### config.mk
export PLATFORM = sky130hd
export DESIGN_NAME = serial_sub16_flat
export DESIGN_NICKNAME = d
export VERILOG_FILES = /design/src/rtl/serial_sub16_pkg.sv /design/src/rtl/serial_sub16_if.sv /design/src/rtl/serial_sub16_slice.sv /design/src/rtl/serial_sub16.sv /design/src/flat_wrapper.sv
export SDC_FILE = /design/constraint.sdc
export NUM_CORES = 1
export LEC_CHECK = 0
export ABC_AREA = 1
export CORE_UTILIZATION = 35
export DETAILED_ROUTE_END_ITERATION = 8
export HOLD_SLACK_MARGIN = 0.05
export PLACE_DENSITY = 0.57
export SYNTH_ARGS = -nofsm -noshare
export SYNTH_HDL_FRONTEND = slang
export SYNTH_SLANG_ARGS = --single-unit
### constraint.sdc
create_clock -name clk -period 1.5 [get_ports clk]
set_clock_uncertainty 0.05 [all_clocks]
set_input_delay 0.15 -clock clk [delete_from_list [all_inputs] [get_ports clk]]
set_output_delay 0.15 -clock clk [all_outputs]
set_load 0.02 [all_outputs]
### src/rtl/serial_sub16_pkg.sv
// rtl/serial_sub16_pkg.sv - shared types and constants for the serial subtractor
// FSM state encoding, default width and the set of supported slice widths.
package sub16_pkg;

  typedef enum logic [1:0] {
    S_IDLE = 2'd0,
    S_RUN  = 2'd1,
    S_DONE = 2'd2
  } state_e;

  localparam int DEF_WIDTH = 16;
  localparam int BPC_LEGAL [5] = '{1, 2, 4, 8, 16};

  function automatic bit bpc_legal(input int width, input int bpc);
    bit found;
    found = 1'b0;
    for (int i = 0; i < 5; i++) begin
      if (BPC_LEGAL[i] == bpc) found = 1'b1;
    end
    return found && (bpc <= width) && ((width % bpc) == 0);
  endfunction

endpackage

### src/rtl/serial_sub16_if.sv
// rtl/serial_sub16_if.sv - start/busy/done operand and result bundle
// The requester drives operands and start; the subtractor returns status and result.
interface serial_sub16_if
  import sub16_pkg::*;
#(
  parameter int WIDTH = DEF_WIDTH
) ();

  logic             start;
  logic [WIDTH-1:0] x;
  logic [WIDTH-1:0] y;
  logic             bin;
  logic             busy;
  logic             done;
  logic [WIDTH-1:0] diff;
  logic             bout;
  logic             ovf;

  modport master (
    output start, x, y, bin,
    input  busy, done, diff, bout, ovf
  );

  modport slave (
    input  start, x, y, bin,
    output busy, done, diff, bout, ovf
  );

endinterface

### src/rtl/serial_sub16_slice.sv
// rtl/serial_sub16_slice.sv - N-bit ripple full-subtractor chain
// Purely combinational; the borrow ripples from bit 0 upward.
module sub_slice #(
  parameter int N = 1
) (
  input  logic [N-1:0] a,
  input  logic [N-1:0] b,
  input  logic         bi,
  output logic [N-1:0] d,
  output logic         bo
);

  logic c;

  always_comb begin
    c = bi;
    d = '0;
    for (int i = 0; i < N; i++) begin
      d[i] = a[i] ^ b[i] ^ c;
      c    = (~a[i] & b[i]) | (~(a[i] ^ b[i]) & c);
    end
    bo = c;
  end

endmodule

### src/rtl/serial_sub16.sv
// rtl/serial_sub16.sv - multi-cycle subtractor, BPC bits per cycle, LSB first
// Result registers update only on the DONE cycle and hold until the next one.
module serial_sub16
  import sub16_pkg::*;
#(
  parameter int WIDTH = DEF_WIDTH,
  parameter int BPC   = 1
) (
  input  logic           clk,
  input  logic           rst_n,
  serial_sub16_if.slave  bus
);

  localparam int NCHUNK = WIDTH / BPC;
  localparam int CNT_W  = $clog2(NCHUNK + 1);
  localparam logic [CNT_W-1:0] CNT_LAST = CNT_W'(NCHUNK - 1);

  if (!bpc_legal(WIDTH, BPC)) begin : g_bpc_check
    $error("serial_sub16: BPC must be one of 1,2,4,8,16 and divide WIDTH");
  end

  state_e           state_q;
  logic [WIDTH-1:0] xs_q, ys_q, acc_q, diff_q;
  logic [CNT_W-1:0] cnt_q;
  logic             br_q, sx_q, sy_q;
  logic             busy_q, done_q, bout_q, ovf_q;

  logic [BPC-1:0]   chunk_d;
  logic             br_d;
  logic [WIDTH-1:0] acc_d;
  logic             accept;

  sub_slice #(.N(BPC)) u_slice (
    .a  (xs_q[BPC-1:0]),
    .b  (ys_q[BPC-1:0]),
    .bi (br_q),
    .d  (chunk_d),
    .bo (br_d)
  );

  // Chunks enter at the MSB end so after NCHUNK shifts the first one sits at bit 0.
  assign acc_d  = (acc_q >> BPC) | (WIDTH'(chunk_d) << (WIDTH - BPC));
  assign accept = bus.start && (state_q == S_IDLE || state_q == S_DONE);

  always_ff @(posedge clk or negedge rst_n) begin
    if (!rst_n) begin
      state_q <= S_IDLE;
      xs_q    <= '0;
      ys_q    <= '0;
      acc_q   <= '0;
      diff_q  <= '0;
      cnt_q   <= '0;
      br_q    <= 1'b0;
      sx_q    <= 1'b0;
      sy_q    <= 1'b0;
      busy_q  <= 1'b0;
      done_q  <= 1'b0;
      bout_q  <= 1'b0;
      ovf_q   <= 1'b0;
    end else begin
      done_q <= 1'b0;
      if (accept) begin
        xs_q  <= bus.x;
        ys_q  <= bus.y;
        br_q  <= bus.bin;
        sx_q  <= bus.x[WIDTH-1];
        sy_q  <= bus.y[WIDTH-1];
        acc_q <= '0;
        cnt_q <= '0;
      end
      case (state_q)
        S_IDLE: begin
          if (bus.start) begin
            state_q <= S_RUN;
            busy_q  <= 1'b1;
          end
        end
        S_RUN: begin
          xs_q  <= xs_q >> BPC;
          ys_q  <= ys_q >> BPC;
          acc_q <= acc_d;
          br_q  <= br_d;
          cnt_q <= cnt_q + CNT_W'(1);
          if (cnt_q == CNT_LAST) begin
            state_q <= S_DONE;
            busy_q  <= 1'b0;
          end
        end
        S_DONE: begin
          done_q  <= 1'b1;
          diff_q  <= acc_q;
          bout_q  <= br_q;
          ovf_q   <= (sx_q != sy_q) && (acc_q[WIDTH-1] != sx_q);
          state_q <= bus.start ? S_RUN : S_IDLE;
          busy_q  <= bus.start;
        end
        default: begin
          state_q <= S_IDLE;
          busy_q  <= 1'b0;
        end
      endcase
    end
  end

  assign bus.busy = busy_q;
  assign bus.done = done_q;
  assign bus.diff = diff_q;
  assign bus.bout = bout_q;
  assign bus.ovf  = ovf_q;

endmodule

### src/flat_wrapper.sv
// flat-port wrapper written by rule: the top's interface ports become plain ports
module serial_sub16_flat import sub16_pkg::*;
#(
  parameter int WIDTH = DEF_WIDTH,
  parameter int BPC   = 1
)
  (clk, rst_n, bus_start, bus_x, bus_y, bus_bin, bus_busy, bus_done, bus_diff, bus_bout, bus_ovf);
  serial_sub16_if #(.WIDTH(WIDTH)) bus_i ();
  input  logic clk;
  input  logic rst_n;
  input wire logic [$bits(bus_i.start)-1:0] bus_start;
  input wire logic [$bits(bus_i.x)-1:0] bus_x;
  input wire logic [$bits(bus_i.y)-1:0] bus_y;
  input wire logic [$bits(bus_i.bin)-1:0] bus_bin;
  output wire logic [$bits(bus_i.busy)-1:0] bus_busy;
  output wire logic [$bits(bus_i.done)-1:0] bus_done;
  output wire logic [$bits(bus_i.diff)-1:0] bus_diff;
  output wire logic [$bits(bus_i.bout)-1:0] bus_bout;
  output wire logic [$bits(bus_i.ovf)-1:0] bus_ovf;
  assign bus_i.start = bus_start;
  assign bus_i.x = bus_x;
  assign bus_i.y = bus_y;
  assign bus_i.bin = bus_bin;
  assign bus_busy = bus_i.busy;
  assign bus_done = bus_i.done;
  assign bus_diff = bus_i.diff;
  assign bus_bout = bus_i.bout;
  assign bus_ovf = bus_i.ovf;
  serial_sub16 #(.WIDTH(WIDTH), .BPC(BPC)) u_core (.clk(clk), .rst_n(rst_n), .bus(bus_i));
endmodule
==> qor.yml, run 1 <==
cts_setup_buffers: 0
synth_seq_area_share_pct: 57.3
clockRootBuffer: "clkbuf_8"
antenna_cells: 0
drv_cap: 0
grt_pass1_vias: 2438
synth_top_area_cell: "dfrtp_1"
yosys.area.top_type_share_pct: 57.3
fp-row-count: 35
grt_pass1_wl_um: 11000
synth-seq-cells: 78
max_freq_mhz: 732
place_inst: 582
outcome: "finished, final reports clean"
slew_violations: 0
finalSetupViolations: 0
port_buffers: 55
clock_latency_ns: 0.35
leakage_nw: 2.23
final_core_util_pct: 46.2
area_growth_pct: 26.5
endpoint_kind: "register"
fin_setup_tns_ns: 0
routedWlPerCell_um: 10.2
worst_slew_pin_slew_ns: 0.419
htreeDepth: 3
instances_no_fill: 599
die_x_um: 101
peakVddDrop_mv: 0.661
antenna_left: 0
gp_congestion: 0.740
worstPathMaxFanout: 5
hpwl_um: 4030
relSlewSlack_pct: 72.1
yosys.cell_types.count: 23
dr.pass1.iters: 4
grt_max_degree: 79
hold_ws_ns: 0.303
final_common_cell: "nand2_1"
die_y_um: 101
synth.area.top_cells: "dfrtp_1, nand2_1, inv_1"
design.core.area_um2: 9330
rsz0062_at_grt: "no"
r2r-start: "u_core.cnt_q[0]$_DFFE_PN0P_"
critPathLaunchType: "register"
r2r_end: "u_core.cnt_q[4]$_DFFE_PN0P_"
clk_pin_slew_ns: 0.08
final_cell_mix: "nand2_1, dfrtp_1, inv_1, clkdlybuf4s50_1, dlygate4sd2_1"
final-hold-violation-count: 0
worst_ep_arrival_time_ns: 1.59
critPathRequiredTime_ns: 1.72
drtIter0Drc: 87
cts_sinks: 78
rrSetupSlack_ns: 0.13
reg2regPathDepth: 5
vias_per_cell: 4.24
fin_crit_sh_pct: 91.1
synthesis.area_um2: 3410
wirelength_um: 6140
grt.total_usage_pct: 14.0
synthesis.nets: 444
power.density_nw_per_um2: 1890
critical_path_class: "reg2reg"
avgSynthCellArea_um2: 8.41
initial_core_util_pct: 36.5
synth_cells: 405
cts_buffers: 9
antenna_found_initial: 0
drcViolationCount: 0
finalPower_mw: 8.16
worstHoldPathType: "in2async"
nNetsFinal: 504
ys_warn_count: 0
pin_count: 56
cts_tree: "yes"
clockBufferDepth: 2
dieArea_um2: 10100
grt-ovfl-total: 0
fin_crit_ns: 1.37
via_count: 2538
drive_gt1_share_pct: 8.72
==> cells in the mapped netlist, drive strengths merged <==
cell / count
o22ai: 18
clkbuf: 1
inv: 61
nand2: 194
nand3b: 1
ha: 2
o21ai: 21
nand4: 1
nor2: 7
or2: 1
fa: 1
nand3: 4
dfrtp: 78
buf: 14
a21oi: 1
==> how the worst max path moves through the flow <==
| stage | startpoint | to | slack (ns) | cells after the start |
|---|---|---|---|---|
| finish | u_core.cnt_q[0]$_DFFE_PN0P_ | u_core.cnt_q[4]$_DFFE_PN0P_ | 0.13 | 5 |
| global route | u_core.state_q[0]$_DFFE_PN0P_ | u_core.xs_q[10]$_DFFE_PN0P_ | 0.02 | 6 |
| CTS | u_core.state_q[0]$_DFFE_PN0P_ | u_core.ys_q[0]$_DFFE_PN0P_ | 0.11 | 6 |
| detailed placement | bus_start | u_core.ys_q[0]$_DFFE_PN0P_ | -0.003 | 6 |
| global placement | bus_start | u_core.ys_q[0]$_DFFE_PN0P_ | 0.02 | 6 |
| floorplan | u_core.cnt_q[0]$_DFFE_PN0P_ | u_core.cnt_q[4]$_DFFE_PN0P_ | 0.24 | 5 |
==> flip-flops by register name, summed over array words and instances, names as in the netlist, 2 cells and up <==
register         cells
u_core.acc_q        16
u_core.cnt_q         5
u_core.ys_q         16
u_core.bus.diff     16
u_core.state_q       2
u_core.xs_q         16
==> cell families (layout without fill, tap and decap cells) <==
group,Yosys count,count (layout),share of synthesized area [%]
simple gates,208,208,24.6
flops,78,78,57.3
buf+inv,76,141,10.2
compound gates,40,40,6.65
fa+ha+maj,3,3,1.32
==> critical path: stages (launching register included) <==
cell,delay (ns)
dfrtp_1,0.44
ha_1,0.24
nand2_1,0.09
nor2_1,0.05
ha_1,0.26
o22ai_1,0.15
==> stage by stage <==
stage	setup slack, ns	instance area, um^2
6_report	0.134	4310
3_3_place_gp	0.0248	4130
2_1_floorplan	0.245	3410
5_1_grt	0.0155	4310
3_5_place_dp	-0.00331	4130
4_1_cts	0.113	4310
==> timing repair <==
| item | in CTS | in global routing |
|---|---|---|
| resized for setup | 20 | 0 |
| hold buffers | 1 | 0 |
| hold endpoints to repair | 78 | 0 |
| setup endpoints to repair | 20 | 0 |
==> area by class of cell <==
type / instances / area, um^2
multi-input combinational: 251 / 1110
clock inverter: 5 / 57.6
timing repair buffer: 64 / 656
clock buffer: 11 / 141
fill: 959 / 5020
sequential: 78 / 1950
inverter: 61 / 231
tap: 129 / 161
==> power by group <==
| group | total [mW] | switching [mW] | internal (mW) |
|---|---|---|---|
| logic | 3.13 | 1.86 | 1.27 |
| registers | 3.47 | 0.472 | 3.00 |
| clock network | 1.56 | 0.739 | 0.817 |
| total | 8.16 | 3.07 | 5.08 |
==> per-layer routing <==
layer  global-route usage, %  vias up  part of all wire, %
met4                    5.69        0                  1.7
met5                       0        -                    0
li1                        -     1343                    -
met2                    22.3       52                   45
met1                    17.7     1132                   48
met3                    4.16       11                  4.9
Power figures use the tool's default switching activity.
==> run 2: changes to the inputs <==
--- a/config.mk
+++ b/config.mk
@@ -6,10 +6,10 @@
 export NUM_CORES = 1
 export LEC_CHECK = 0
 export ABC_AREA = 1
-export CORE_UTILIZATION = 35
+export CORE_UTILIZATION = 50
 export DETAILED_ROUTE_END_ITERATION = 8
 export HOLD_SLACK_MARGIN = 0.05
-export PLACE_DENSITY = 0.57
+export PLACE_DENSITY = 0.77
 export SYNTH_ARGS = -nofsm -noshare
 export SYNTH_HDL_FRONTEND = slang
 export SYNTH_SLANG_ARGS = --single-unit
==> run 2 against run 1 <==
Effect of this change:
- the run now ends with design-rule violations left
- worst hold slack got worse by 0.14 ns
- sequential power barely moved
- power fell by 2.5%
- global-route usage rose by 5.7 points
- clock power fell by 13%
- critical path type is now reg2out
==> qor.yml, run 2 (synthesized netlist as in run 1, its figures left out) <==
outcome: "finished, violations left"  # was finished, final reports clean
violations: "design-rule violations"
cpPeakStageDelay_ns: 0.60  # was 0.44 ns
routedWlPerCell_um: 11.4  # was 10.2 um
cp_num_cells: 1  # was 5
worst_ep_arrival_time_ns: 1.27  # was 1.59 ns
pin_count: 56  # unchanged
dieArea_um2: 7150  # was 10,100 um^2
peakVddDrop_mv: 0.810  # was 0.661 mV
die_y_um: 84.5  # was 101 um
antenna_left: 0  # unchanged
leakage_nw: 2.22  # was 2.23 nW
power.density_nw_per_um2: 1890  # about the same
switching_share_pct: 38.7  # was 37.7%
crit_chain: "clkdlybuf4s50_1"  # was ha_1 -> nand2_1 -> nor2_1 -> ha_1 -> o22ai_1
clk_pin_slew_ns: 0.07  # was 0.08 ns
cts_setup_buffers: 0  # unchanged
p_switching_mw: 3.08  # was 3.07 mW
relSlewSlack_pct: 77.5  # was 72.1%
cts_buffers: 9  # unchanged
met1_usage_pct: 25.7  # was 17.7%
via_count: 2615  # was 2,538
grt_pass1_wl_um: 10900  # was 11,000 um
slew_violations: 0  # unchanged
hpwl_um: 4210  # was 4030 um
drive_gt1_share_pct: 8.90  # was 8.72%
grt_max_degree: 37  # was 79
final-hold-violation-count: 0  # unchanged
final_core_util_pct: 65.3  # was 46.2%
grtUsageMet3_pct: 4.33  # was 4.16%
worst_slew_pin_slew_ns: 0.337  # was 0.419 ns
area_growth_pct: 23.8  # was 26.5%
gp_congestion: 0.738  # was 0.740
clockPowerShare_pct: 17.1  # was 19.1%
final_cell_mix: "nand2_1, dfrtp_1, inv_1, clkdlybuf4s50_1, o21ai_0"  # was nand2_1, dfrtp_1, inv_1, clkdlybuf4s50_1, dlygate4sd2_1
final_common_cell: "nand2_1"  # unchanged
drcViolationCount: 10  # was 0
vias_per_cell: 4.76  # was 4.24
cts_sinks: 78  # unchanged
worstHoldPathType: "in2async"  # unchanged
reg2regPathDepth: 6  # was 5
port_buffers: 55  # unchanged
drv_cap: 0  # unchanged
max_freq_mhz: 680  # was 732 MHz
finalPower_mw: 7.95  # was 8.16 mW
place_ws_ns: 0.0622  # was -0.00331 ns
worst_slack_ns: 0.0298  # was 0.134 ns
fin_crit_sh_pct: 98.0  # was 91.1%
antenna_cells: 0  # unchanged
pwr-share-comb_pct: 39.1  # was 38.4%
critPathSlowestCell: "clkdlybuf4s50_1"  # was dfrtp_1
rsz0062_at_grt: "no"  # unchanged
worstPathMaxFanout: 1  # was 5
p_seq_share_pct: 43.8  # was 42.5%
die_x_um: 84.5  # was 101 um
critPathBufInv: 1  # was 0
design.core.area_um2: 6460  # was 9330 um^2
clock_latency_ns: 0.34  # was 0.35 ns
busiest_layer: "met2"  # unchanged
critPathRequiredTime_ns: 1.30  # was 1.72 ns
htreeDepth: 3  # unchanged
grt.met2_usage_pct: 32.2  # was 22.3%
critPathLaunchType: "register"  # unchanged
fin_setup_tns_ns: 0  # unchanged
grt.total_usage_pct: 19.6  # was 14.0%
p_int_mw: 4.88  # was 5.08 mW
cp_top_family: "buffers and inverters"  # was adder cells
finalSetupViolations: 0  # unchanged
clockBufferDepth: 2  # unchanged
cts_tree: "yes"  # unchanged
antenna_found_initial: 0  # unchanged
drtIter0Drc: 147  # was 87
grt-ovfl-total: 0  # unchanged
initial_core_util_pct: 52.8  # was 36.5%
grt_pass1_vias: 2452  # was 2,438
hold_ws_ns: 0.165  # was 0.303 ns
critical_path_class: "reg2out"  # was reg2reg
clockRootBuffer: "clkbuf_8"  # unchanged
nNetsFinal: 506  # was 504
dr.pass1.iters: 6  # was 4
fin_crit_ns: 1.47  # was 1.37 ns
endpoint_kind: "output pin"  # was register
wirelength_um: 6230  # was 6140 um
fp-row-count: 29  # was 35
==> run 2: path summary, 6_finish.rpt <==
path | startpoint | end | slack (ns)
worst max register to register | u_core.state_q[0]$_DFFE_PN0P_ | u_core.ys_q[0]$_DFFE_PN0P_ | 0.11
max in group asynchronous | rst_n | u_core.ys_q[1]$_DFFE_PN0P_ | 0.74
worst min register to register | u_core.bus.diff[5]$_DFFE_PN0N_ | u_core.bus.diff[5]$_DFFE_PN0N_ | 0.43
worst min-delay path | rst_n | u_core.acc_q[10]$_DFFE_PN0P_ | 0.17
worst max-delay path | u_core.bus.done$_DFF_PN0_ | bus_done | 0.03
min in group clk | bus_y[15] | u_core.sy_q$_DFFE_PN0P_ | 0.37
==> run 2: per-stage QoR <==
stage | cells | instance area [um^2]
CTS | 549 | 4210
floorplan | 405 | 3410
detailed placement | 532 | 4050
finish | 549 | 4220
global route | 549 | 4220
global placement | 532 | 4050
==> run 2: power by group through the flow <==
stage	sequential (mW)	clock [mW]	combinational (mW)
final	3.48	1.36	3.11
after global routing	3.59	1.48	3.60
after CTS	3.48	1.40	3.16
after detailed placement	3.52	0	3.27
after global placement	3.48	0	3.16
after floorplan	3.67	0	2.11
==> run 2: cell type report <==
class	instances	area (um^2)
well taps	77	96.3
fillers	579	2240
clock buffers	12	145
multi-input cells	251	1110
inverters	61	231
clock inverters	4	22.5
flip-flops and latches	78	1950
repair buffers	66	658
==> run 2: layer usage <==
metal  vias up  share of wire (%)
li1       1344                  -
met1      1206                 48
met2        58                 47
met3         7                4.0
met4         0                1.4
met5         -                  0
==> run 2: what timing repair did <==
action | CTS | global route
hold endpoints to repair | 78 | 0
endpoints found under the setup margin | 16 | 3
gates resized for setup | 16 | 3
hold buffers | 1 | 0
gates cloned | 0 | 0
==> run 3: changes to the inputs <==
--- a/config.mk
+++ b/config.mk
@@ -6,7 +6,8 @@
 export NUM_CORES = 1
 export LEC_CHECK = 0
 export ABC_AREA = 1
-export CORE_UTILIZATION = 50
+export CORE_MARGIN = 8
+export CORE_UTILIZATION = 48
 export DETAILED_ROUTE_END_ITERATION = 8
 export HOLD_SLACK_MARGIN = 0.05
 export PLACE_DENSITY = 0.77
==> constraint.sdc (replaced) <==
create_clock -name clk -period 1.2 [get_ports clk]
set_clock_uncertainty 0.05 [all_clocks]
set_input_delay 0.12 -clock clk [delete_from_list [all_inputs] [get_ports clk]]
set_output_delay 0.12 -clock clk [all_outputs]
set_load 0.02 [all_outputs]
==> run 3 against run 2 <==
Effect of this change:
- critical endpoint is now u_core.xs_q[1]$_DFFE_PN0P_
- power increased by 42%
- critical path type is now reg2reg
- global-route usage decreased by 3.9 points
- count of clock-buffer cells in the layout down 1
- largest power group is now combinational cells
- register-to-register slack lost 0.22 ns
- the run ends with negative setup slack left
==> qor.yml, run 3 (synthesized netlist as in run 1, its figures left out) <==
endpoint_kind: "register"  # was output pin
max_freq_mhz: 766
hpwl_um: 4750  # was 4210 um
port_buffers: 55  # unchanged
violations: "negative setup slack"  # was design-rule violations
die_x_um: 100  # was 84.5 um
cts_tree: "yes"  # unchanged
final_cell_mix: "nand2_1, dfrtp_1, inv_1, nand2_2, clkdlybuf4s50_1"  # was nand2_1, dfrtp_1, inv_1, clkdlybuf4s50_1, o21ai_0
reg2regPathDepth: 7  # was 6
final_area_um2: 4700  # was 4220 um^2
grt-ovfl-total: 0  # unchanged
critPathCapture: "u_core.xs_q[1]$_DFFE_PN0P_"  # was bus_done
clock_latency_ns: 0.35  # was 0.34 ns
crit_path_start: "u_core.state_q[0]$_DFFE_PN0P_"  # was u_core.bus.done$_DFF_PN0_
grt_pass1_vias: 2847  # was 2,452
vias_per_cell: 4.77  # was 4.76
worst_ep_arrival_time_ns: 1.54  # was 1.27 ns
r2r-start: "u_core.state_q[0]$_DFFE_PN0P_"  # unchanged
via_count: 2807  # was 2,615
outcome: "finished, violations left"  # unchanged
place_inst: 555  # was 532
gp_congestion: 0.769  # was 0.738
placed_area_um2: 4120  # was 4050 um^2
final_common_cell: "nand2_1"  # unchanged
worst_slew_pin_slew_ns: 0.217  # was 0.337 ns
fin_crit_sh_pct: 109
instances_no_fill: 589  # was 549
grt.total_usage_pct: 15.7  # was 19.6%
r2r_end: "u_core.xs_q[1]$_DFFE_PN0P_"  # was u_core.ys_q[0]$_DFFE_PN0P_
antenna_left: 0  # unchanged
cts_sinks: 78  # unchanged
pin_count: 56  # unchanged
final-hold-violation-count: 0  # unchanged
wirelength_um: 7980  # was 6230 um
die_y_um: 100  # was 84.5 um
drive_gt1_share_pct: 28.8  # was 8.90%
worst_slack_ns: -0.105  # was 0.0298 ns
critPathLaunchType: "register"  # unchanged
drv_cap: 0  # unchanged
critPathRequiredTime_ns: 1.44  # was 1.30 ns
initial_core_util_pct: 49.9  # was 52.8%
relSlewSlack_pct: 85.5  # was 77.5%
drtIter0Drc: 131  # was 147
rsz0062_at_grt: "yes"  # was no
power.density_nw_per_um2: 2410  # was 1890 nW/um^2
grt_max_degree: 39  # was 37
htreeDepth: 3  # unchanged
grt_pass1_wl_um: 12700  # was 10,900 um
design.core.area_um2: 6830  # was 6460 um^2
worstPathMaxFanout: 7  # was 1
nNetsFinal: 527  # was 506
slew_violations: 0  # unchanged
antenna_found_initial: 0  # unchanged
clockRootBuffer: "clkbuf_8"  # unchanged
clockBufferDepth: 2  # unchanged
finalSetupViolations: 52  # was 0
fp-row-count: 30  # was 29
dieArea_um2: 10100  # was 7150 um^2
peakVddDrop_mv: 1.02  # was 0.810 mV
routedWlPerCell_um: 13.5  # was 11.4 um
worstHoldPathType: "in2async"  # unchanged
final_core_util_pct: 68.8  # was 65.3%
place_ws_ns: -0.249  # was 0.0622 ns
dr.pass1.iters: 4  # was 6
critical_path_class: "reg2reg"  # was reg2out
rrSetupSlack_ns: -0.11  # was 0.11 ns
clk_pin_slew_ns: 0.09  # was 0.07 ns
drcViolationCount: 0  # was 10
antenna_cells: 0  # unchanged
cts_buffers: 9  # unchanged
leakage_nw: 2.39  # was 2.22 nW
fin_crit_ns: 1.31
area_growth_pct: 37.9  # was 23.8%
[run 3: final cells by class]
class                           count  area [um^2]
Fill cell                         521         2130
Sequential cell                    78         1950
Multi-Input combinational cell    251         1310
Timing Repair Buffer               84          840
Inverter                           61          251
Clock buffer                       11          131
Tap cell                           96          120
Clock inverter                      5         60.1
Timing Repair inverter              3         31.3
[run 3: repair_timing]
action                                  4_1_cts  5_1_grt
buffers inserted                              5        6
cloned                                        2        4
gates resized for setup                      84       88
hold buffers                                  1        0
hold endpoints to repair                     78        0
endpoints found under the setup margin       76       77
pin swaps                                    14       20
[run 3: where the power goes]
group          internal (mW)  switching (mW)
combinational           2.14            2.85
sequential              3.75           0.651
clock                  0.967           0.961
total                   6.86            4.46
[run 3: worst max-delay path, cell delays in order, from the launching register on]
cell and delay, ns:
dfrtp_2 0.46, buf_6 0.13, nor2_4 0.20, buf_6 0.17
nand2_1 0.06, nand2_1 0.07, inv_1 0.05, nand2_1 0.05
[run 3: worst min path at each step]
| stage | from | endpoint | slack, ns | depth (start not counted) |
|---|---|---|---|---|
| 6_report | rst_n | u_core.bus.diff[12]$_DFFE_PN0N_ | 0.09 | 2 |
| 5_1_grt | rst_n | u_core.acc_q[11]$_DFFE_PN0P_ | 0.1 | 2 |
| 4_1_cts | rst_n | u_core.bus.diff[11]$_DFFE_PN0N_ | 0.09 | 2 |
| 3_5_place_dp | rst_n | u_core.bus.diff[11]$_DFFE_PN0N_ | -0.09 | 1 |
| 3_3_place_gp | rst_n | u_core.bus.diff[12]$_DFFE_PN0N_ | -0.1 | 1 |
| 2_1_floorplan | rst_n | u_core.acc_q[0]$_DFFE_PN0P_ | -0.23 | 0 |
[run 3: layer usage]
layer  global-route usage [%]  vias up  share of wire (%)
met1                     19.4     1330                 45
met4                     8.60        0                2.2
li1                         -     1390                  -
met3                     3.53       14                4.2
met2                     25.0       73                 48
met5                        0        -                  0
[run 3: through the flow]
step	TNS (ns)	power, mW	hold slack (ns)
floorplan	-0.0152	7.22	-0.226
global placement	-7.47	8.47	-0.0973
detailed placement	-9.83	8.71	-0.0926
CTS	-0.978	10.8	0.0851
global route	-5.51	12.2	0.0993
finish	-2.85	11.3	0.0918
